File: src/rtl/usb_phy_pkg.sv
// usb_phy_pkg: constants and types shared by the USB 1.x PHY TX and RX paths.
//   Line states ({dp, dm}) for full/low speed (selected by USB_VER_1_X at use site),
//   bit time in clocks, SYNC pattern, bit-stuff limit, FSM and line-symbol encodings.
package usb_phy_pkg;

   localparam int unsigned BYTE_W       = 8;
   localparam int unsigned BIT_CLKS_FS  = 2;
   localparam int unsigned BIT_CLKS_LS  = 16;
   localparam int unsigned BIT_CNT_W    = 4;
   localparam int unsigned ONES_W       = 3;
   localparam int unsigned STUFF_LIMIT  = 6;
   localparam logic [BYTE_W-1:0] SYNC_PATTERN = 8'h80;  // sent LSB first

   typedef logic [1:0] line_t;  // {dp, dm}

   localparam line_t LINE_SE0  = 2'b00;
   localparam line_t LINE_SE1  = 2'b11;
   localparam line_t LINE_J_FS = 2'b10;
   localparam line_t LINE_K_FS = 2'b01;
   localparam line_t LINE_J_LS = 2'b01;
   localparam line_t LINE_K_LS = 2'b10;

   function automatic line_t line_j(input bit fs);
      return fs ? LINE_J_FS : LINE_J_LS;
   endfunction

   function automatic line_t line_k(input bit fs);
      return fs ? LINE_K_FS : LINE_K_LS;
   endfunction

   function automatic int unsigned bit_clks(input bit fs);
      return fs ? BIT_CLKS_FS : BIT_CLKS_LS;
   endfunction

   typedef enum logic [2:0] {
      ST_IDLE  = 3'd0,
      ST_SYNC  = 3'd1,
      ST_DATA  = 3'd2,
      ST_EOP   = 3'd3,
      ST_ABORT = 3'd4
   } tx_state_e;

   // Symbol requested from the NRZI/stuff stage for the next bit time.
   typedef enum logic [2:0] {
      SYM_NONE  = 3'd0,
      SYM_BIT   = 3'd1,  // NRZI data bit, counted for stuffing
      SYM_STUFF = 3'd2,  // inserted 0
      SYM_RAW1  = 3'd3,  // held line, not counted (abort pattern)
      SYM_SE0   = 3'd4,
      SYM_J     = 3'd5
   } sym_e;

   typedef struct packed {
      logic              last;
      logic [BYTE_W-1:0] data;
   } tx_byte_t;

endpackage

File: src/rtl/usb_phy_tx_if.sv
// usb_phy_tx_if: byte-stream handshake into the TX PHY.
//   tx_data_i/tx_valid_i/tx_last_i from the packet source, tx_ready_o from the PHY.
//   master = packet source, slave = PHY.
interface usb_phy_tx_if;

   logic [7:0] tx_data_i;
   logic       tx_valid_i;
   logic       tx_last_i;
   logic       tx_ready_o;

   modport master (
      output tx_data_i,
      output tx_valid_i,
      output tx_last_i,
      input  tx_ready_o
   );

   modport slave (
      input  tx_data_i,
      input  tx_valid_i,
      input  tx_last_i,
      output tx_ready_o
   );

endinterface

File: src/rtl/usb_nrzi_stuff.sv
// usb_nrzi_stuff: ones counter, stuff request, NRZI line register and SE0/J override.
//   sym_i/bit_i : symbol to place on the line (sampled when sym_i != SYM_NONE)
//   stuff_req_c : six ones counted, a stuffed 0 is owed before the next data bit
//   dp_o/dm_o   : registered line drive values
module usb_nrzi_stuff
   import usb_phy_pkg::*;
#(
   parameter bit USB_VER_1_X = 1'b1
) (
   input  logic clk_i,
   input  logic rst_ni,
   input  sym_e sym_i,
   input  logic bit_i,
   output logic stuff_req_c,
   output logic dp_o,
   output logic dm_o
);

   localparam line_t LINE_J = line_j(USB_VER_1_X);
   localparam line_t LINE_K = line_k(USB_VER_1_X);

   line_t             line_q, line_d, line_tgl;
   logic [ONES_W-1:0] ones_q, ones_d;

   assign line_tgl    = (line_q == LINE_J) ? LINE_K : LINE_J;
   assign stuff_req_c = (ones_q == ONES_W'(STUFF_LIMIT));
   assign dp_o        = line_q[1];
   assign dm_o        = line_q[0];

   // NRZI: a 0 toggles the line, a 1 holds it; every non-counted symbol clears the run.
   always_comb begin
      line_d = line_q;
      ones_d = ones_q;
      case (sym_i)
         SYM_BIT: begin
            if (bit_i) begin
               ones_d = ones_q + ONES_W'(1);
            end else begin
               ones_d = '0;
               line_d = line_tgl;
            end
         end
         SYM_STUFF: begin
            ones_d = '0;
            line_d = line_tgl;
         end
         SYM_RAW1: ones_d = '0;
         SYM_SE0: begin
            ones_d = '0;
            line_d = LINE_SE0;
         end
         SYM_J: begin
            ones_d = '0;
            line_d = LINE_J;
         end
         default: ;
      endcase
   end

   always_ff @(posedge clk_i or negedge rst_ni) begin
      if (!rst_ni) begin
         line_q <= LINE_J;
         ones_q <= '0;
      end else begin
         line_q <= line_d;
         ones_q <= ones_d;
      end
   end

endmodule

File: src/rtl/usb_phy_tx.sv
// usb_phy_tx: USB 1.x low/full-speed transmit PHY.
//   tx_if (slave)  : packet bytes PID..CRC, LSB first, valid/ready with last marker
//   tx_busy_o      : SYNC..EOP in progress
//   tx_done_o      : 1-clk pulse as EOP completes (same cycle oe falls)
//   tx_underrun_o  : 1-clk pulse, holding register empty at a byte boundary without last
//   usb_tx_oe_o/usb_tx_dp_o/usb_tx_dm_o : transceiver drive
// Optional build macro USB_PHY_TX_ABORT_STUFF_ERR_EN: on underrun send 8 unstuffed
// held bits (a deliberate stuff error) before EOP; otherwise go straight to EOP.
module usb_phy_tx
   import usb_phy_pkg::*;
#(
   parameter bit USB_VER_1_X = 1'b1
) (
   input  logic        clk_i,
   input  logic        rst_ni,
   usb_phy_tx_if.slave tx_if,
   output logic        tx_busy_o,
   output logic        tx_done_o,
   output logic        tx_underrun_o,
   output logic        usb_tx_oe_o,
   output logic        usb_tx_dp_o,
   output logic        usb_tx_dm_o
);

   localparam int unsigned P_BIT_CLKS = bit_clks(USB_VER_1_X);
   localparam int unsigned IDX_W      = 3;
   localparam logic [IDX_W-1:0]     IDX_LAST = IDX_W'(BYTE_W - 1);
   localparam logic [BIT_CNT_W-1:0] CNT_LAST = BIT_CNT_W'(P_BIT_CLKS - 1);

   tx_state_e            state_q, state_d;
   logic [BIT_CNT_W-1:0] cnt_q, cnt_d;
   logic [IDX_W-1:0]     idx_q, idx_d, idx_inc;
   tx_byte_t             shift_q, shift_d, hold_q, hold_d, in_byte;
   logic                 ready_q, ready_d;
   logic                 busy_q, busy_d;
   logic                 oe_q, oe_d;
   logic                 done_q, done_d;
   logic                 underrun_q, underrun_d;
   logic                 accept, bit_en, stuff_req_c;
   sym_e                 sym;
   logic                 sym_bit;

   assign in_byte = {tx_if.tx_last_i, tx_if.tx_data_i};
   assign accept  = tx_if.tx_valid_i & ready_q;
   assign bit_en  = (cnt_q == CNT_LAST);
   assign idx_inc = idx_q + IDX_W'(1);

   assign tx_if.tx_ready_o = ready_q;
   assign tx_busy_o        = busy_q;
   assign tx_done_o        = done_q;
   assign tx_underrun_o    = underrun_q;
   assign usb_tx_oe_o      = oe_q;

   // Next-state logic: each bit_en edge picks the symbol for the following bit time.
   // ready stays low once the last byte is taken, so nothing leaks into the next packet.
   always_comb begin
      state_d    = state_q;
      cnt_d      = cnt_q;
      idx_d      = idx_q;
      shift_d    = shift_q;
      hold_d     = hold_q;
      ready_d    = ready_q;
      busy_d     = busy_q;
      oe_d       = oe_q;
      done_d     = 1'b0;
      underrun_d = 1'b0;
      sym        = SYM_NONE;
      sym_bit    = 1'b0;

      if (state_q != ST_IDLE) begin
         cnt_d = bit_en ? '0 : cnt_q + BIT_CNT_W'(1);
      end

      if (accept) begin
         hold_d  = in_byte;
         ready_d = 1'b0;
      end

      case (state_q)
         ST_IDLE: begin
            if (accept) begin
               state_d = ST_SYNC;
               cnt_d   = '0;
               idx_d   = '0;
               busy_d  = 1'b1;
               oe_d    = 1'b1;
               sym     = SYM_BIT;
               sym_bit = SYNC_PATTERN[0];
            end
         end

         ST_SYNC: begin
            if (bit_en) begin
               if (idx_q != IDX_LAST) begin
                  idx_d   = idx_inc;
                  sym     = SYM_BIT;
                  sym_bit = SYNC_PATTERN[idx_inc];
               end else begin
                  state_d = ST_DATA;
                  shift_d = hold_q;
                  ready_d = !hold_q.last;
                  idx_d   = '0;
                  sym     = SYM_BIT;
                  sym_bit = hold_q.data[0];
               end
            end
         end

         ST_DATA: begin
            if (bit_en) begin
               if (stuff_req_c) begin
                  sym = SYM_STUFF;
               end else if (idx_q != IDX_LAST) begin
                  idx_d   = idx_inc;
                  sym     = SYM_BIT;
                  sym_bit = shift_q.data[idx_inc];
               end else if (shift_q.last) begin
                  state_d = ST_EOP;
                  idx_d   = '0;
                  ready_d = 1'b0;
                  sym     = SYM_SE0;
               end else if (!ready_q) begin
                  shift_d = hold_q;
                  ready_d = !hold_q.last;
                  idx_d   = '0;
                  sym     = SYM_BIT;
                  sym_bit = hold_q.data[0];
               end else if (accept) begin
                  // Byte arriving exactly on the boundary goes straight to the shifter.
                  shift_d = in_byte;
                  ready_d = !in_byte.last;
                  idx_d   = '0;
                  sym     = SYM_BIT;
                  sym_bit = in_byte.data[0];
               end else begin
                  underrun_d = 1'b1;
                  ready_d    = 1'b0;
                  idx_d      = '0;
`ifdef USB_PHY_TX_ABORT_STUFF_ERR_EN
                  state_d    = ST_ABORT;
                  sym        = SYM_RAW1;
`else
                  state_d    = ST_EOP;
                  sym        = SYM_SE0;
`endif
               end
            end
         end

         ST_ABORT: begin
            if (bit_en) begin
               if (idx_q != IDX_LAST) begin
                  idx_d = idx_inc;
                  sym   = SYM_RAW1;
               end else begin
                  state_d = ST_EOP;
                  idx_d   = '0;
                  sym     = SYM_SE0;
               end
            end
         end

         ST_EOP: begin
            // idx 0,1: SE0 on the line; idx 2: J on the line.
            if (bit_en) begin
               if (idx_q == IDX_W'(0)) begin
                  idx_d = IDX_W'(1);
                  sym   = SYM_SE0;
               end else if (idx_q == IDX_W'(1)) begin
                  idx_d = IDX_W'(2);
                  sym   = SYM_J;
               end else begin
                  state_d = ST_IDLE;
                  idx_d   = '0;
                  cnt_d   = '0;
                  oe_d    = 1'b0;
                  busy_d  = 1'b0;
                  done_d  = 1'b1;
                  ready_d = 1'b1;
               end
            end
         end

         default: state_d = ST_IDLE;
      endcase
   end

   always_ff @(posedge clk_i or negedge rst_ni) begin
      if (!rst_ni) begin
         state_q    <= ST_IDLE;
         cnt_q      <= '0;
         idx_q      <= '0;
         shift_q    <= '0;
         hold_q     <= '0;
         ready_q    <= 1'b1;
         busy_q     <= 1'b0;
         oe_q       <= 1'b0;
         done_q     <= 1'b0;
         underrun_q <= 1'b0;
      end else begin
         state_q    <= state_d;
         cnt_q      <= cnt_d;
         idx_q      <= idx_d;
         shift_q    <= shift_d;
         hold_q     <= hold_d;
         ready_q    <= ready_d;
         busy_q     <= busy_d;
         oe_q       <= oe_d;
         done_q     <= done_d;
         underrun_q <= underrun_d;
      end
   end

   usb_nrzi_stuff #(
      .USB_VER_1_X (USB_VER_1_X)
   ) u_nrzi_stuff (
      .clk_i       (clk_i),
      .rst_ni      (rst_ni),
      .sym_i       (sym),
      .bit_i       (sym_bit),
      .stuff_req_c (stuff_req_c),
      .dp_o        (usb_tx_dp_o),
      .dm_o        (usb_tx_dm_o)
   );

endmodule

File: src/flat_wrapper.sv
// flat-port wrapper written by rule: the top's interface ports become plain ports
module usb_phy_tx_flat import usb_phy_pkg::*;
#(
   parameter bit USB_VER_1_X = 1'b1
)
  (clk_i, rst_ni, tx_busy_o, tx_done_o, tx_underrun_o, usb_tx_oe_o, usb_tx_dp_o, usb_tx_dm_o, tx_if_tx_data_i, tx_if_tx_valid_i, tx_if_tx_last_i, tx_if_tx_ready_o);
  usb_phy_tx_if tx_if_i ();
  input  logic clk_i;
  input  logic rst_ni;
  output logic tx_busy_o;
  output logic tx_done_o;
  output logic tx_underrun_o;
  output logic usb_tx_oe_o;
  output logic usb_tx_dp_o;
  output logic usb_tx_dm_o;
  input wire logic [$bits(tx_if_i.tx_data_i)-1:0] tx_if_tx_data_i;
  input wire logic [$bits(tx_if_i.tx_valid_i)-1:0] tx_if_tx_valid_i;
  input wire logic [$bits(tx_if_i.tx_last_i)-1:0] tx_if_tx_last_i;
  output wire logic [$bits(tx_if_i.tx_ready_o)-1:0] tx_if_tx_ready_o;
  assign tx_if_i.tx_data_i = tx_if_tx_data_i;
  assign tx_if_i.tx_valid_i = tx_if_tx_valid_i;
  assign tx_if_i.tx_last_i = tx_if_tx_last_i;
  assign tx_if_tx_ready_o = tx_if_i.tx_ready_o;
  usb_phy_tx #(.USB_VER_1_X(USB_VER_1_X)) u_core (.clk_i(clk_i), .rst_ni(rst_ni), .tx_if(tx_if_i), .tx_busy_o(tx_busy_o), .tx_done_o(tx_done_o), .tx_underrun_o(tx_underrun_o), .usb_tx_oe_o(usb_tx_oe_o), .usb_tx_dp_o(usb_tx_dp_o), .usb_tx_dm_o(usb_tx_dm_o));
endmodule
File: config.mk
export PLATFORM = sky130hd
export DESIGN_NAME = usb_phy_tx_flat
export DESIGN_NICKNAME = d
export VERILOG_FILES = /design/src/rtl/usb_phy_pkg.sv /design/src/rtl/usb_phy_tx_if.sv /design/src/rtl/usb_nrzi_stuff.sv /design/src/rtl/usb_phy_tx.sv /design/src/flat_wrapper.sv
export SDC_FILE = /design/constraint.sdc
export NUM_CORES = 1
export LEC_CHECK = 0
export ABC_AREA = 1
export BUFFER_PORTS_ARGS = -buffer_cell sky130_fd_sc_hd__buf_4
export CAP_MARGIN = 5
export CORE_MARGIN = 3
export CORE_UTILIZATION = 38
export DETAILED_ROUTE_END_ITERATION = 16
export GPL_ROUTABILITY_DRIVEN = 0
export GPL_TIMING_DRIVEN = 0
export SETUP_SLACK_MARGIN = 0.4
export SLEW_MARGIN = 0
export SYNTH_ARGS = -nofsm -noshare
export SYNTH_HDL_FRONTEND = slang
export SYNTH_SLANG_ARGS = --single-unit
File: constraint.sdc
create_clock -name clk_i -period 5.3 [get_ports clk_i]
set_input_delay 0 -clock clk_i [delete_from_list [all_inputs] [get_ports clk_i]]
set_output_delay 0 -clock clk_i [all_outputs]
set_load 0.01 [all_outputs]
Word-level counts from Yosys, hierarchy flattened
Memories as Yosys holds them, arrays and structs flattened.
Index checks and enable logic that the tools add are counted.
Cells by class
  add/sub/neg operators: 3
  order comparisons: 1
  eq/ne operators: 31
  mux-type cells: 100
  bitwise operators: 1
  reduce and logical (&&, ||, !) cells: 18
Operator list (count)
  two-way mux 3 bit: 33
  two-way mux 9 bit: 8
  two-way mux 1 bit: 39
  case mux 3 bit (5 select lines): 2
  two-way mux 4 bit: 6
  case mux 9 bit (2 select lines): 1
  != test 2 bit (second input constant): 8
  AND reduction 13 bit: 1
  equality test 3 x 2 -> 1 bit (second input constant): 4
  equality test 3 bit (second input constant): 4
  != test 2 x 1 -> 1 bit (second input constant): 6
  case mux 3 bit (4 select lines): 1
  AND reduction 6 bit: 2
  equality test 3 x 1 -> 1 bit (second input constant): 3
  case mux 2 bit (4 select lines): 1
  case mux 4 bit (2 select lines): 1
  AND reduction 8 bit: 1
  nonzero test 4 bit: 2
  adder 3 x 1 -> 3 bit (second input constant): 2
  logical NOT 3 bit: 2
  two-way mux 2 bit: 3
  != test 3 bit (second input constant): 2
  case mux 3 bit (2 select lines): 1
  nonzero test 2 bit: 3
  16 further kinds: 18
Storage, ports and cells
  bits in registers: 37
  ROM bits: 8
  bits of input ports: 12
  output and inout port bits: 7
  word-level logic and storage cells: 168
  memories kept: 1
Memories
  (name not given): words 8, bits a word 1, read ports 1, clocked after Yosys merged registers in 0, write ports 0, line usb_phy_tx.sv:97  | sym_bit = SYNC_PATTERN[idx_inc];

Logic depth before layout (Yosys ltp)
Gate-level depths: netlist of the first run.
  depth after elaboration: 11
  mapped depth: 13
  gate-level depth less buffers: 13

Modules after synthesis
Synthesis of the first run repeated with hierarchy kept, for this count alone.
Second synthesis, totals
  cell total of the unflattened synthesis: 295
  area, all modules: 2223.4 um^2
By module, submodules not included
  usb_phy_tx: times used 1, cells each 247, area each 1886.8 um^2, sequential area each 777.0 um^2
  usb_nrzi_stuff: times used 1, cells each 48, area each 336.6 um^2, sequential area each 126.4 um^2

Least setup slack after synthesis of the first run
No wires, ideal clock.
  kind: register to register
  start: reg u_core.state_q[0]
  end: reg u_core.u_nrzi_stuff.line_q[0]
  library setup time: 0.117 ns
  arrival: 1.566 ns
  required time: 5.183 ns
  setup slack: 3.617 ns
  cell stages (with the launch flop): 13
  path buffers: 0
  clock period less this slack: 1.683 ns
  cells stage by stage: dfrtp_1 > inv_1 > ha_1 > nand3_1 > clkinv_2 > nand2_2 > nand2_1 > nor2_2 > nand2_1 > nand3_2 > nand2_2 > nand2_1 > nand2_1
Between the ends
  cells in the longest elaborated chain, start to end: 5
  elaborated cells between the ends (all ways): 15
  classes of those cells: eq/ne (9); mux (3); reduce/logical (3)
RTL lines
  start: declaration: line usb_phy_tx.sv:30  | tx_state_e state_q, state_d;
  start signal: assignment: line usb_phy_tx.sv:201  | state_q <= state_d;
  equality test 3 x 2 -> 1 bit (tied with other cells): line usb_phy_tx.sv:79  | case (state_q)
  case mux 3 bit (5 select lines): line usb_phy_tx.sv:79
  equality test 3 x 1 -> 1 bit (tied with other cells): line usb_nrzi_stuff.sv:34  | case (sym_i)
  != test 2 bit (no line) or nonzero test 4 bit (tied branches)
  AND reduction 2 bit (no line)
  end signal: assignment: line usb_nrzi_stuff.sv:65  | line_q <= line_d;
  end: declaration: line usb_nrzi_stuff.sv:22  | line_t line_q, line_d, line_tgl;
Several ways; a longest one is shown, not always the timed one.
A chain may end at the register's enable or synchronous reset.

Worst setup path after layout of the first run
  start: reg u_core.idx_q[0]
  end: reg u_core.cnt_q[2]
Between the ends
  cells in the longest elaborated chain, start to end: 5
  elaborated cells between the ends (all ways): 6
  classes of those cells: eq/ne (1); mux (4); reduce/logical (1)
RTL lines
  start: declaration: line usb_phy_tx.sv:32  | logic [IDX_W-1:0] idx_q, idx_d, idx_inc;
  start signal: assignment: line usb_phy_tx.sv:203  | idx_q <= idx_d;
  equality test 3 x 1 -> 1 bit: line usb_phy_tx.sv:169  | end else if (idx_q == IDX_W'(1)) begin
  two-way mux 4 bit: line usb_phy_tx.sv:169
  two-way mux 4 bit (*): line usb_phy_tx.sv:166  | if (idx_q == IDX_W'(0)) begin
  two-way mux 4 bit (*): line usb_phy_tx.sv:165  | if (bit_en) begin
  case mux 4 bit (2 select lines) (*): line usb_phy_tx.sv:79
  net u_core.cnt_d[2]: line usb_phy_tx.sv:31  | logic [BIT_CNT_W-1:0] cnt_q, cnt_d;
  end signal: assignment: line usb_phy_tx.sv:202  | cnt_q <= cnt_d;
  end: declaration: line usb_phy_tx.sv:31
The timed path passes the listed nets; every way through them passes the cells marked *.

==> results of run 1 <==
power by group through the flow:
| stage | combinational [mW] | sequential (mW) | clock, mW |
|---|---|---|---|
| detailed placement | 0.0131 | 0.280 | 0 |
| CTS | 0.0189 | 0.275 | 0.211 |
| global route | 0.0207 | 0.274 | 0.223 |
| global placement | 0.0131 | 0.280 | 0 |
| floorplan | 0.000548 | 0.280 | 0 |
| finish | 0.0183 | 0.275 | 0.206 |
through the flow:
| stage | total power [mW] | hold WS [ns] | util | area (um2) | setup slack, ns |
|---|---|---|---|---|---|
| 3_5_place_dp | 0.2930 | -0.003616 | 0.4444 | 2507 | 3.276 |
| 3_3_place_gp | 0.2930 | -0.006847 | 0.4444 | 2507 | 3.267 |
| 2_1_floorplan | 0.2805 | -0.2956 | - | 2282 | 3.617 |
| 5_1_grt | 0.5181 | 0.06588 | 0.4788 | 2701 | 3.072 |
| 6_report | 0.4986 | 0.04443 | 0.4788 | 2701 | 3.253 |
| 4_1_cts | 0.5042 | 0.04449 | 0.4788 | 2701 | 3.240 |
critical path, delay by kind of cell, from the launching register on:
kind / cells / cell delay [ns]
flip-flops: 1 / 0.49
AND/OR/NAND/NOR: 4 / 0.45
adder cells (fa/ha/maj): 1 / 0.25
AO/OA/AOI/OAI: 2 / 0.54
buffers and inverters: 1 / 0.17
layout by cell type, fill, tap and decap left out, types with 2 or more instances in the layout:
| cell type | n |
|---|---|
| sky130_fd_sc_hd__nand2_2 | 5 |
| sky130_fd_sc_hd__nor2_2 | 2 |
| sky130_fd_sc_hd__nand2_1 | 68 |
| sky130_fd_sc_hd__dfstp_2 | 2 |
| sky130_fd_sc_hd__clkbuf_8 | 6 |
| sky130_fd_sc_hd__nand4_1 | 4 |
| sky130_fd_sc_hd__nand3_1 | 24 |
| sky130_fd_sc_hd__nand3_2 | 2 |
| sky130_fd_sc_hd__inv_2 | 3 |
| sky130_fd_sc_hd__o21ai_0 | 29 |
| sky130_fd_sc_hd__nor3_1 | 3 |
| sky130_fd_sc_hd__buf_2 | 2 |
| sky130_fd_sc_hd__nor2_1 | 23 |
| sky130_fd_sc_hd__buf_4 | 19 |
| sky130_fd_sc_hd__o211ai_1 | 3 |
| sky130_fd_sc_hd__dfrtp_1 | 34 |
| sky130_fd_sc_hd__o22ai_1 | 7 |
| sky130_fd_sc_hd__dlygate4sd3_1 | 10 |
| sky130_fd_sc_hd__ha_1 | 15 |
| sky130_fd_sc_hd__inv_1 | 30 |
| sky130_fd_sc_hd__a21oi_1 | 2 |
| sky130_fd_sc_hd__xor2_1 | 3 |
| sky130_fd_sc_hd__o21a_1 | 2 |
| sky130_fd_sc_hd__o21ai_1 | 4 |
| sky130_fd_sc_hd__nor2_4 | 3 |
| sky130_fd_sc_hd__a21oi_2 | 2 |
| sky130_fd_sc_hd__clkinv_2 | 2 |
sequential cells by signal, summed over array words and instances, names as in the netlist:
name                        count
u_core.hold_q                   9
u_core.shift_q                  9
u_core.cnt_q                    4
u_core.idx_q                    3
u_core.u_nrzi_stuff.ones_q      3
u_core.state_q                  2
u_core.u_nrzi_stuff.line_q      2
u_core.tx_done_o                1
u_core.tx_if.tx_ready_o         1
u_core.tx_underrun_o            1
u_core.usb_tx_oe_o              1
worst min path at each step:
stage	slack (ns)	start	end	depth (start not counted)
after floorplan	-0.30	rst_ni	u_core.cnt_q[0]$_DFF_PN0_	0
after global placement	-0.007	rst_ni	u_core.shift_q[7]$_DFFE_PN0P_	1
after detailed placement	-0.004	rst_ni	u_core.idx_q[0]$_DFFE_PN0P_	1
after CTS	0.04	tx_if_tx_valid_i	u_core.hold_q[8]$_DFFE_PN0P_	4
after global routing	0.07	tx_if_tx_valid_i	u_core.hold_q[0]$_DFFE_PN0P_	3
final	0.04	tx_if_tx_valid_i	u_core.hold_q[8]$_DFFE_PN0P_	4
Yosys cell counts, types with 3 or more instances:
cell type and instances:
sky130_fd_sc_hd__nand2_1 68, sky130_fd_sc_hd__dfrtp_1 34, sky130_fd_sc_hd__inv_1 30, sky130_fd_sc_hd__o21ai_0 29, sky130_fd_sc_hd__nand3_1 24, sky130_fd_sc_hd__nor2_1 23, sky130_fd_sc_hd__ha_1 15, sky130_fd_sc_hd__o22ai_1 7
sky130_fd_sc_hd__nand2_2 5, sky130_fd_sc_hd__nand4_1 4, sky130_fd_sc_hd__o21ai_1 4, sky130_fd_sc_hd__inv_2 3, sky130_fd_sc_hd__nor2_4 3, sky130_fd_sc_hd__nor3_1 3, sky130_fd_sc_hd__o211ai_1 3, sky130_fd_sc_hd__xor2_1 3
cells by family after synthesis:
kind of cell	share of synthesized area
AO/OA/AOI/OAI	0.1393
XOR/XNOR	0.01535
adder cells (fa/ha/maj)	0.08224
buffers and inverters	0.07292
flip-flops	0.3958
AND/OR/NAND/NOR	0.2944
per-layer routing:
metal	global-route usage	up-vias	wire length, um
met5	0	-	0
met4	0.04386	0	72
met3	0.03159	6	235
met2	0.2325	44	2135
met1	0.2240	911	2470
li1	-	1015	-
area by class of cell:
class	instances	area [um2]	area share
Buffer	4	22.52	0.008337
Clock buffer	7	86.33	0.03196
Clock inverter	1	7.507	0.002779
Inverter	37	143.9	0.05327
Multi-Input combinational cell	211	1212	0.4488
Sequential cell	36	903.4	0.3344
Tap cell	72	90.09	0.03335
Timing Repair Buffer	28	235.2	0.08708
==> impl_metrics.toml, run 1 <==
[timing]
fmaxAchievable_ghz = 0.4884
max_slew.worst_pin.slew_ns = 0.5155
min_period_ns = 2.047
fin_worst_skew_ns = 0.009636
maxSlewViolCount = 0
unrepaired_setup_endpoints_after_global_routing = "false"
timing_hold_violations_final = 0
period_utilisation_layout = 0.3863
final.setup.tns_ns = 0
max_slew_margin = 0.6527
setup-violations-final = 0

[layout]
syn2layout_area_growth_pct = 18.37
fraction_of_final_layout_cells_sized_beyond_drive_strength_1 = 0.1790
antenna_cells_inserted = 0
num-nets-final = 350
nFillCells = 562
instances_no_fill = 396

[pwr]
p_clk_frac = 0.413
switching_share = 0.2172
cell_internal_pwr_mw = 0.3903
switching_power_mw = 0.1083
p_comb_frac = 0.037
power_density_nw_per_um2 = 184.6
max-vdd-ir-drop_mv = 0.1174
seqPwrFrac = 0.551
static-leakage-power_nw = 1.267

[detailed_routing]
antenna_violating_nets_post_route = 0
route.detailed.drc = 0
wire_per_inst_um = 12.41
pre_repair_dr_iteration_count = 4
routed_via_density = 4.990
drt_first_iter_violations = 125
drt-total-wl_um = 4913
vias = 1976

[logic_synthesis]
post_synth.cell_area_avg_um2 = 7.924
synth.top_cell.area_share = 0.3728
syn_inst = 288
synth_area_um2 = 2282
synth_nets = 315
post-synth-top-area-cell = "sky130_fd_sc_hd__dfrtp_1"
synth-main-ff-cell = "sky130_fd_sc_hd__dfrtp_1"
yosys.cell_types.count = 38
synth-seq-cells = 36
ys_warn_count = 0
synth_edf_count = 0
yosys-top-cells-area = "sky130_fd_sc_hd__dfrtp_1, sky130_fd_sc_hd__nand2_1, sky130_fd_sc_hd__ha_1, sky130_fd_sc_hd__o21ai_0, sky130_fd_sc_hd__nand3_1"
synth_sequential_area_ratio = 0.3958
synthArstFlopShare = 1.000

[clock_tree]
insertion_delay_ns = 0.29
max-clock-path-buffers = 2
cts_setup_buffers = 0
number_of_cts_inserted_buffers = 5
cts.hold.buffers_added = 10
cts.repair.resized = 0
reg_clk_slew_reported_paths_ns = 0.07
cts_root_buffer = "sky130_fd_sc_hd__clkbuf_8"
tritoncts = "done"
cts.sinks = 36
cts_max_level = 2

[die]
die_h_um = 83.50
io-pin-count = 19
die-width_um = 83.50
die_area_um2 = 6971
placementRows = 27
core-area_um2 = 5642
initial_core_util = 0.4045

[global_route]
grt_first_pass_wirelength_um = 8914
grt_start_max_net_pins = 37
grt_overflow_total = 0
grt_antenna_before_repair = 0
grt_pass1_vias = 1937
gr-usage-all-layers = 0.1542

[critical_path]
rrSetupSlack_ns = 3.25
cp_data_required_time_ns = 5.46
worst_setup_start_kind = "flip-flop"
r2r_cells = 8
cp.arrival_ns = 2.21
worst_r2r_endpoint = "u_core.cnt_q[2]$_DFF_PN0_"
worstSetupPathType = "flip-flop to flip-flop"
slowest_stage = "sky130_fd_sc_hd__dfrtp_1"
endpoint_kind = "flip-flop"
critPathCapture = "u_core.cnt_q[2]$_DFF_PN0_"
critical_path.reg2reg.startpoint = "u_core.idx_q[0]$_DFFE_PN0P_"
cp_slowest_stage_delay_ns = 0.49
crit_path_cell_trace = "inv_1 -> ha_1 -> nand2_1 -> nand2_1 -> o21ai_0 -> nand2_1 -> o21ai_0 -> nor2_1"
critPathLaunch = "u_core.idx_q[0]$_DFFE_PN0P_"
crit_path_frequent_cell = "sky130_fd_sc_hd__nand2_1"
critical_path_peak_fanout = 8

[outcome]
status = "completed"

[min_path]
worstHoldPathType = "input port to flip-flop"

[placement]
io_buffers = 18
detailedPlacementHpwl_um = 3691
dp_cells = 378

[job]
drv.max_cap_violation_count = 0
No activity file was read; power rests on OpenSTA's default activity.
==> run 2, diff against run 1 <==
--- a/config.mk
+++ b/config.mk
@@ -5,7 +5,7 @@
 export SDC_FILE = /design/constraint.sdc
 export NUM_CORES = 1
 export LEC_CHECK = 0
-export ABC_AREA = 1
+export ABC_AREA = 0
 export BUFFER_PORTS_ARGS = -buffer_cell sky130_fd_sc_hd__buf_4
 export CAP_MARGIN = 5
 export CORE_MARGIN = 3
==> constraint.sdc (replaced) <==
create_clock -name clk_i -period 2 [get_ports clk_i]
set_input_delay 0 -clock clk_i [delete_from_list [all_inputs] [get_ports clk_i]]
set_output_delay 0 -clock clk_i [all_outputs]
set_load 0.01 [all_outputs]
==> run 2 against run 1 <==
The run now ends with setup timing left; non-clock buffer count is 46 higher; global-route usage is 2.8 points higher; core utilization is 14 points higher; sequential cell count stayed put; register-to-register slack worse by 3.4 ns; clock power grew to 3.1 times the previous value; count of clock-buffer cells in the layout is 1 lower; sequential share of layout area is 7.3 points lower; die area is 2.0% lower; power grew to 2.9 times the previous value; sequential power grew to 2.6 times the previous value; critical endpoint is now u_core.u_nrzi_stuff.line_q[0]$_DFFE_PN0P_; highest routed layer unchanged.
==> impl_metrics.toml, run 2 <==
[outcome]
status = "finished with violations"
failed_checks = "setup timing"

[critical_path]
worst_setup_start_kind = "flip-flop"
cp.arrival_ns = 2.34
cp_slowest_stage_delay_ns = 0.41
critical_path_buf_inv_count = 2
worstSetupPathType = "flip-flop to flip-flop"
crit_path_cell_trace = "inv_2 -> ha_2 -> and4bb_2 -> nor3_4 -> buf_4 -> a32oi_2 -> a31oi_2 -> a21oi_2 -> mux2_4"
critical_path.reg2reg.startpoint = "u_core.idx_q[0]$_DFFE_PN0P_"
worst_r2r_endpoint = "u_core.u_nrzi_stuff.line_q[0]$_DFFE_PN0P_"
r2r_cells = 9
rrSetupSlack_ns = -0.16
endpoint_kind = "flip-flop"
critical_path.top_delay_family = "compound AO/OA/AOI/OAI gates"
critical_path_peak_fanout = 5
cp_data_required_time_ns = 2.18
slowest_stage = "sky130_fd_sc_hd__dfrtp_2"

[timing]
fin_worst_skew_ns = 0.004404
min_period_ns = 2.164
setup-violations-final = 6
final_critical_path_setup_slack_ns = -0.1639
max_slew_margin = 0.6289
max_slew.worst_pin.slew_ns = 0.5566
unrepaired_setup_endpoints_after_global_routing = "true"
period_utilisation_layout = 1.082
maxSlewViolCount = 0
fmaxAchievable_ghz = 0.4621
final.setup.tns_ns = -0.4079
timing_hold_violations_final = 0

[die]
io-pin-count = 19
core-area_um2 = 5608
die_area_um2 = 6834
initial_core_util = 0.3983
die_h_um = 82.67
die-width_um = 82.67
placementRows = 27

[clock_tree]
number_of_cts_inserted_buffers = 5
reg_clk_slew_reported_paths_ns = 0.08
max-clock-path-buffers = 2
cts.sinks = 36
insertion_delay_ns = 0.29
cts_max_level = 2
cts_root_buffer = "sky130_fd_sc_hd__clkbuf_8"
tritoncts = "done"

[logic_synthesis]
post_synth.cell_area_avg_um2 = 9.464
synth_common_cells = "sky130_fd_sc_hd__dfrtp_1, sky130_fd_sc_hd__nand2_1, sky130_fd_sc_hd__a21oi_1, sky130_fd_sc_hd__nor2_1, sky130_fd_sc_hd__o21ai_0"
synth_sequential_area_ratio = 0.4045
synth.top_cell.area_share = 0.3810
synthArstFlopShare = 1.000
synth_edf_count = 0
ys_warn_count = 0
synth_nets = 263
yosys.cell_types.count = 49
post-synth-top-count-cell = "sky130_fd_sc_hd__dfrtp_1"
synth_area_um2 = 2233
post-synth-top-area-cell = "sky130_fd_sc_hd__dfrtp_1"
synth-seq-cells = 36
yosys-top-cells-area = "sky130_fd_sc_hd__dfrtp_1, sky130_fd_sc_hd__ha_1, sky130_fd_sc_hd__mux2_2, sky130_fd_sc_hd__nand2_1, sky130_fd_sc_hd__a21oi_1"
synth-main-ff-cell = "sky130_fd_sc_hd__dfrtp_1"
syn_inst = 236

[pwr]
max-vdd-ir-drop_mv = 0.3138
total_power_mw = 1.426
power_density_nw_per_um2 = 411.7
static-leakage-power_nw = 1.503

[detailed_routing]
antenna_violating_nets_post_route = 0
drt_first_iter_violations = 104
route.detailed.drc = 0
vias = 2062
pre_repair_dr_iteration_count = 4
wire_per_inst_um = 16.31
routed_via_density = 5.370
drt-total-wl_um = 6263

[layout]
instances_no_fill = 384
fraction_of_final_layout_cells_sized_beyond_drive_strength_1 = 0.5353
final_design_area_no_fill_um2 = 3465
top_regs = "u_core.hold_q x9, u_core.shift_q x9, u_core.cnt_q x4"
final_core_occ = 0.6178
num-nets-final = 338
syn2layout_area_growth_pct = 55.13
final_cell_mix = "sky130_fd_sc_hd__buf_4, sky130_fd_sc_hd__dfrtp_1, sky130_fd_sc_hd__nor2_1, sky130_fd_sc_hd__a21oi_1, sky130_fd_sc_hd__nand2_1"
antenna_cells_inserted = 0
layout.cells.most_common = "sky130_fd_sc_hd__buf_4"

[global_route]
gr-usage-all-layers = 0.1819
grt_start_max_net_pins = 37
grt_overflow_total = 0
grt_antenna_before_repair = 0
grt_pass1_vias = 1936
grt_first_pass_wirelength_um = 9494

[min_path]
min_delay_path_depth = 4
worstHoldStart = "tx_if_tx_valid_i"
worstHoldPathType = "input port to flip-flop"
hold-path-endpoint = "u_core.tx_if.tx_ready_o$_DFF_PN1_"

[job]
drv.max_cap_violation_count = 0

[placement]
io_buffers = 18
detailedPlacementHpwl_um = 3701
dp_cells = 326
dpl_cell_area_um2 = 2595
[run 2: logic make-up (layout without fill, tap and decap cells)]
logic type	after synthesis	after routing	synth area share
mux	15	15	0.08571
flops	36	36	0.4045
buf+inv	21	97	0.04257
xor+xnor	3	3	0.01177
simple gates	81	81	0.1866
compound gates	65	65	0.1849
fa+ha+maj	15	15	0.08403
[run 2: area by class of cell]
cell class | count | area (um2)
Buffer | 10 | 125.1
Inverter | 11 | 43.79
Timing Repair Buffer | 68 | 569.3
Clock inverter | 2 | 35.03
Multi-Input combinational cell | 179 | 1622
Tap cell | 72 | 90.09
Clock buffer | 6 | 72.57
Sequential cell | 36 | 907.1
Fill cell | 466 | 2143
[run 2: stage by stage]
stage,hold WS [ns],setup WS (ns)
floorplan,-0.2956,-0.03674
detailed placement,-0.006725,-0.3845
finish,0.06108,-0.1639
global route,0.07607,-0.2546
global placement,-0.004449,-0.3799
CTS,0.02840,-0.1458
[run 2: layer usage]
layer	share of wire	GRT usage	vias to the layer above
li1	-	-	995
met1	0.45	0.2592	1024
met2	0.50	0.2861	36
met3	0.035	0.03145	7
met4	0.0072	0.04575	0
met5	0	0	-
[run 2: tightest hold or removal path, stage by stage]
cell	delay [ns]
sky130_fd_sc_hd__buf_4	0.13
sky130_fd_sc_hd__nor2b_2	0.08
sky130_fd_sc_hd__o41ai_1	0.06
sky130_fd_sc_hd__o21ai_1	0.08
[run 2: worst max path at each step]
stage | endpoint | from | cells past startpoint | slack, ns
finish | u_core.u_nrzi_stuff.line_q[0]$_DFFE_PN0P_ | u_core.idx_q[0]$_DFFE_PN0P_ | 9 | -0.16
floorplan | u_core.u_nrzi_stuff.line_q[0]$_DFFE_PN0P_ | u_core.state_q[0]$_DFFE_PN0P_ | 9 | -0.04
detailed placement | u_core.u_nrzi_stuff.line_q[0]$_DFFE_PN0P_ | u_core.state_q[0]$_DFFE_PN0P_ | 9 | -0.38
CTS | u_core.u_nrzi_stuff.line_q[0]$_DFFE_PN0P_ | u_core.state_q[0]$_DFFE_PN0P_ | 9 | -0.15
global placement | u_core.u_nrzi_stuff.line_q[0]$_DFFE_PN0P_ | u_core.state_q[0]$_DFFE_PN0P_ | 9 | -0.38
global route | u_core.u_nrzi_stuff.line_q[0]$_DFFE_PN0P_ | u_core.idx_q[0]$_DFFE_PN0P_ | 9 | -0.25
[run 2: repair_timing]
item	in CTS	in global routing
endpoints found under the hold margin	43	0
cloned	1	0
gates resized for setup	30	71
hold buffers	10	0
pin swaps	16	23
setup buffers	22	17
setup endpoints to repair	26	26
[run 2: power breakdown]
part	switching (mW)	internal, mW
registers	0	0.727
clock network	0.276	0.370
logic	0.0255	0.0271
==> run 3, diff against run 2 <==
--- a/config.mk
+++ b/config.mk
@@ -5,14 +5,13 @@
 export SDC_FILE = /design/constraint.sdc
 export NUM_CORES = 1
 export LEC_CHECK = 0
-export ABC_AREA = 0
+export ABC_AREA = 1
 export BUFFER_PORTS_ARGS = -buffer_cell sky130_fd_sc_hd__buf_4
 export CAP_MARGIN = 5
 export CORE_MARGIN = 3
 export CORE_UTILIZATION = 38
 export DETAILED_ROUTE_END_ITERATION = 16
 export GPL_ROUTABILITY_DRIVEN = 0
-export GPL_TIMING_DRIVEN = 0
 export SETUP_SLACK_MARGIN = 0.4
 export SLEW_MARGIN = 0
 export SYNTH_ARGS = -nofsm -noshare
==> run 3 against run 2 <==
The flow now finishes without violations; die area rose by 2.0%; maximum frequency is 25% higher; via count down 2.2%; routed wire length is 13% lower; design area is 14% lower; register-to-register slack gained 0.43 ns; clock power fell by 23%; sequential power about the same; count of clock-buffer cells in the layout is 1 higher; critical endpoint unchanged.
==> impl_metrics.toml, run 3 (synthesized netlist as in run 1, its figures left out) <==
[outcome]
status = "completed"

[timing]
unrepaired_setup_endpoints_after_global_routing = "true"
final.setup.tns_ns = 0
period_utilisation_layout = 0.8653
max_slew_margin = 0.6943
min_period_ns = 1.731
max_slew.worst_pin.slew_ns = 0.4585
fin_worst_skew_ns = 0.008888
fmaxAchievable_ghz = 0.5778
timing_hold_violations_final = 0
maxSlewViolCount = 0
setup-violations-final = 0

[critical_path]
worst_setup_start_kind = "flip-flop"
slowest_stage = "sky130_fd_sc_hd__dfrtp_2"
critPathCapture = "u_core.u_nrzi_stuff.line_q[0]$_DFFE_PN0P_"
rrSetupSlack_ns = 0.27
critical_path.reg2reg.startpoint = "u_core.idx_q[0]$_DFFE_PN0P_"
cp_slowest_stage_delay_ns = 0.47
worst_r2r_endpoint = "u_core.u_nrzi_stuff.line_q[0]$_DFFE_PN0P_"
r2r_cells = 9
crit_path_cell_trace = "ha_4 -> ha_4 -> buf_12 -> nor2_1 -> nand3_2 -> nand4_4 -> nand2_2 -> nand2_1 -> nand2_1"
cp.arrival_ns = 1.91
worstSetupPathType = "flip-flop to flip-flop"
cp_data_required_time_ns = 2.18
critical_path_peak_fanout = 8
endpoint_kind = "flip-flop"
critPathLaunch = "u_core.idx_q[0]$_DFFE_PN0P_"

[layout]
nFillCells = 526
fraction_of_final_layout_cells_sized_beyond_drive_strength_1 = 0.3304
final_design_area_no_fill_um2 = 2995
num-nets-final = 362
top_regs = "u_core.hold_q x9, u_core.shift_q x9, u_core.cnt_q x4"
multi_input_gate_area_in_the_final_layout_um2 = 1390
ff_latch_area_um2 = 905.9
final_cell_mix = "sky130_fd_sc_hd__nand2_1, sky130_fd_sc_hd__buf_4, sky130_fd_sc_hd__dfrtp_1"
antenna_cells_inserted = 0
instances_no_fill = 408
layout.cells.most_common = "sky130_fd_sc_hd__nand2_1"
syn2layout_area_growth_pct = 31.25

[placement]
detailedPlacementHpwl_um = 3830
dpl_cell_area_um2 = 2541
io_buffers = 18
dp_cells = 377

[min_path]
worstHoldPathType = "input port to flip-flop"
worstHoldStart = "tx_if_tx_data_i[0]"

[global_route]
grt_first_pass_wirelength_um = 9446
grt_pass1_vias = 2019
grt_start_max_net_pins = 37
gr-usage-all-layers = 0.1639
grt_overflow_total = 0
grt_antenna_before_repair = 0

[clock_tree]
insertion_delay_ns = 0.28
cts_root_buffer = "sky130_fd_sc_hd__clkbuf_8"
max-clock-path-buffers = 2
reg_clk_slew_reported_paths_ns = 0.07
cts.sinks = 36
cts_max_level = 2
number_of_cts_inserted_buffers = 5
tritoncts = "done"

[die]
core-area_um2 = 5642
die_area_um2 = 6971
io-pin-count = 19
die-width_um = 83.50
initial_core_util = 0.4045
placementRows = 27
die_h_um = 83.50

[pwr]
static-leakage-power_nw = 1.368
power_density_nw_per_um2 = 424.8
max-vdd-ir-drop_mv = 0.2601

[detailed_routing]
vias = 2016
wire_per_inst_um = 13.37
route.detailed.drc = 0
antenna_violating_nets_post_route = 0
pre_repair_dr_iteration_count = 4
drt-total-wl_um = 5453
drt_first_iter_violations = 159
routed_via_density = 4.941

[job]
drv.max_cap_violation_count = 0
-- run 3: cell count changes in the layout (fill, tap and decap cells not counted), sizes merged, moves of 4 or more --
cell   delta
mux2     -13
nor2b    -12
nor2      +8
o22ai     +6
o21ai    +15
nand2    +46
nand3    +21
a21oi    -17
inv      +23
buf      -30
nand4     +4
-- run 3: final cells by class --
class,instances,share of cell area
multi-input cells,211,0.4641
flip-flops and latches,36,0.3024
repair buffers,44,0.1261
inverters,37,0.05013
well taps,72,0.03008
clock buffers,7,0.02548
clock inverters,1,0.001671
-- run 3: how the worst min path moves through the flow --
stage                                               to  slack [ns]  cells after the start
final                     u_core.hold_q[0]$_DFFE_PN0P_        0.02                      3
after global routing      u_core.hold_q[0]$_DFFE_PN0P_        0.06                      3
after detailed placement   u_core.idx_q[2]$_DFFE_PN0P_      -0.005                      1
after floorplan              u_core.cnt_q[0]$_DFF_PN0_       -0.30                      0
after global placement     u_core.idx_q[1]$_DFFE_PN0P_      -0.002                      1
after CTS                 u_core.hold_q[0]$_DFFE_PN0P_        0.01                      3
-- run 3: critical path: cells and delay by family, from the launching register on --
family / cells / cell delay, ns
flops: 1 / 0.47
buf+inv: 1 / 0.13
simple gates: 6 / 0.66
fa+ha+maj: 2 / 0.37
-- run 3: stage by stage --
| step | setup WS (ns) | hold slack, ns | utilization | power [mW] |
|---|---|---|---|---|
| global placement | 0.1632 | -0.002259 | 0.4504 | 0.7765 |
| finish | 0.2693 | 0.01858 | 0.5309 | 1.272 |
| global route | 0.1625 | 0.06347 | 0.5309 | 1.318 |
| floorplan | 0.4003 | -0.2956 | - | 0.7433 |
| CTS | 0.2861 | 0.01203 | 0.5161 | 1.288 |
| detailed placement | 0.1635 | -0.004951 | 0.4504 | 0.7762 |
-- run 3: what timing repair did --
action                     CTS  global route
gates resized for setup     27            21
setup endpoints to repair   25            25
hold buffers                 9             0
cloned                       0             0
pin swaps                    7             9
hold endpoints to repair    42             0
buffers inserted            11             3
-- run 3: power by group --
group          switching (mW)  total, mW  internal (mW)
sequential                  0      0.728          0.728
combinational          0.0216     0.0470         0.0254
clock                   0.253      0.497          0.245
-- run 3: routing by layer --
metal	vias up	global-route usage	routed length, um
met5	-	0	0
met1	915	0.2296	2619
met3	10	0.02863	276
met4	0	0.05409	103
li1	1037	-	-
met2	54	0.2566	2453
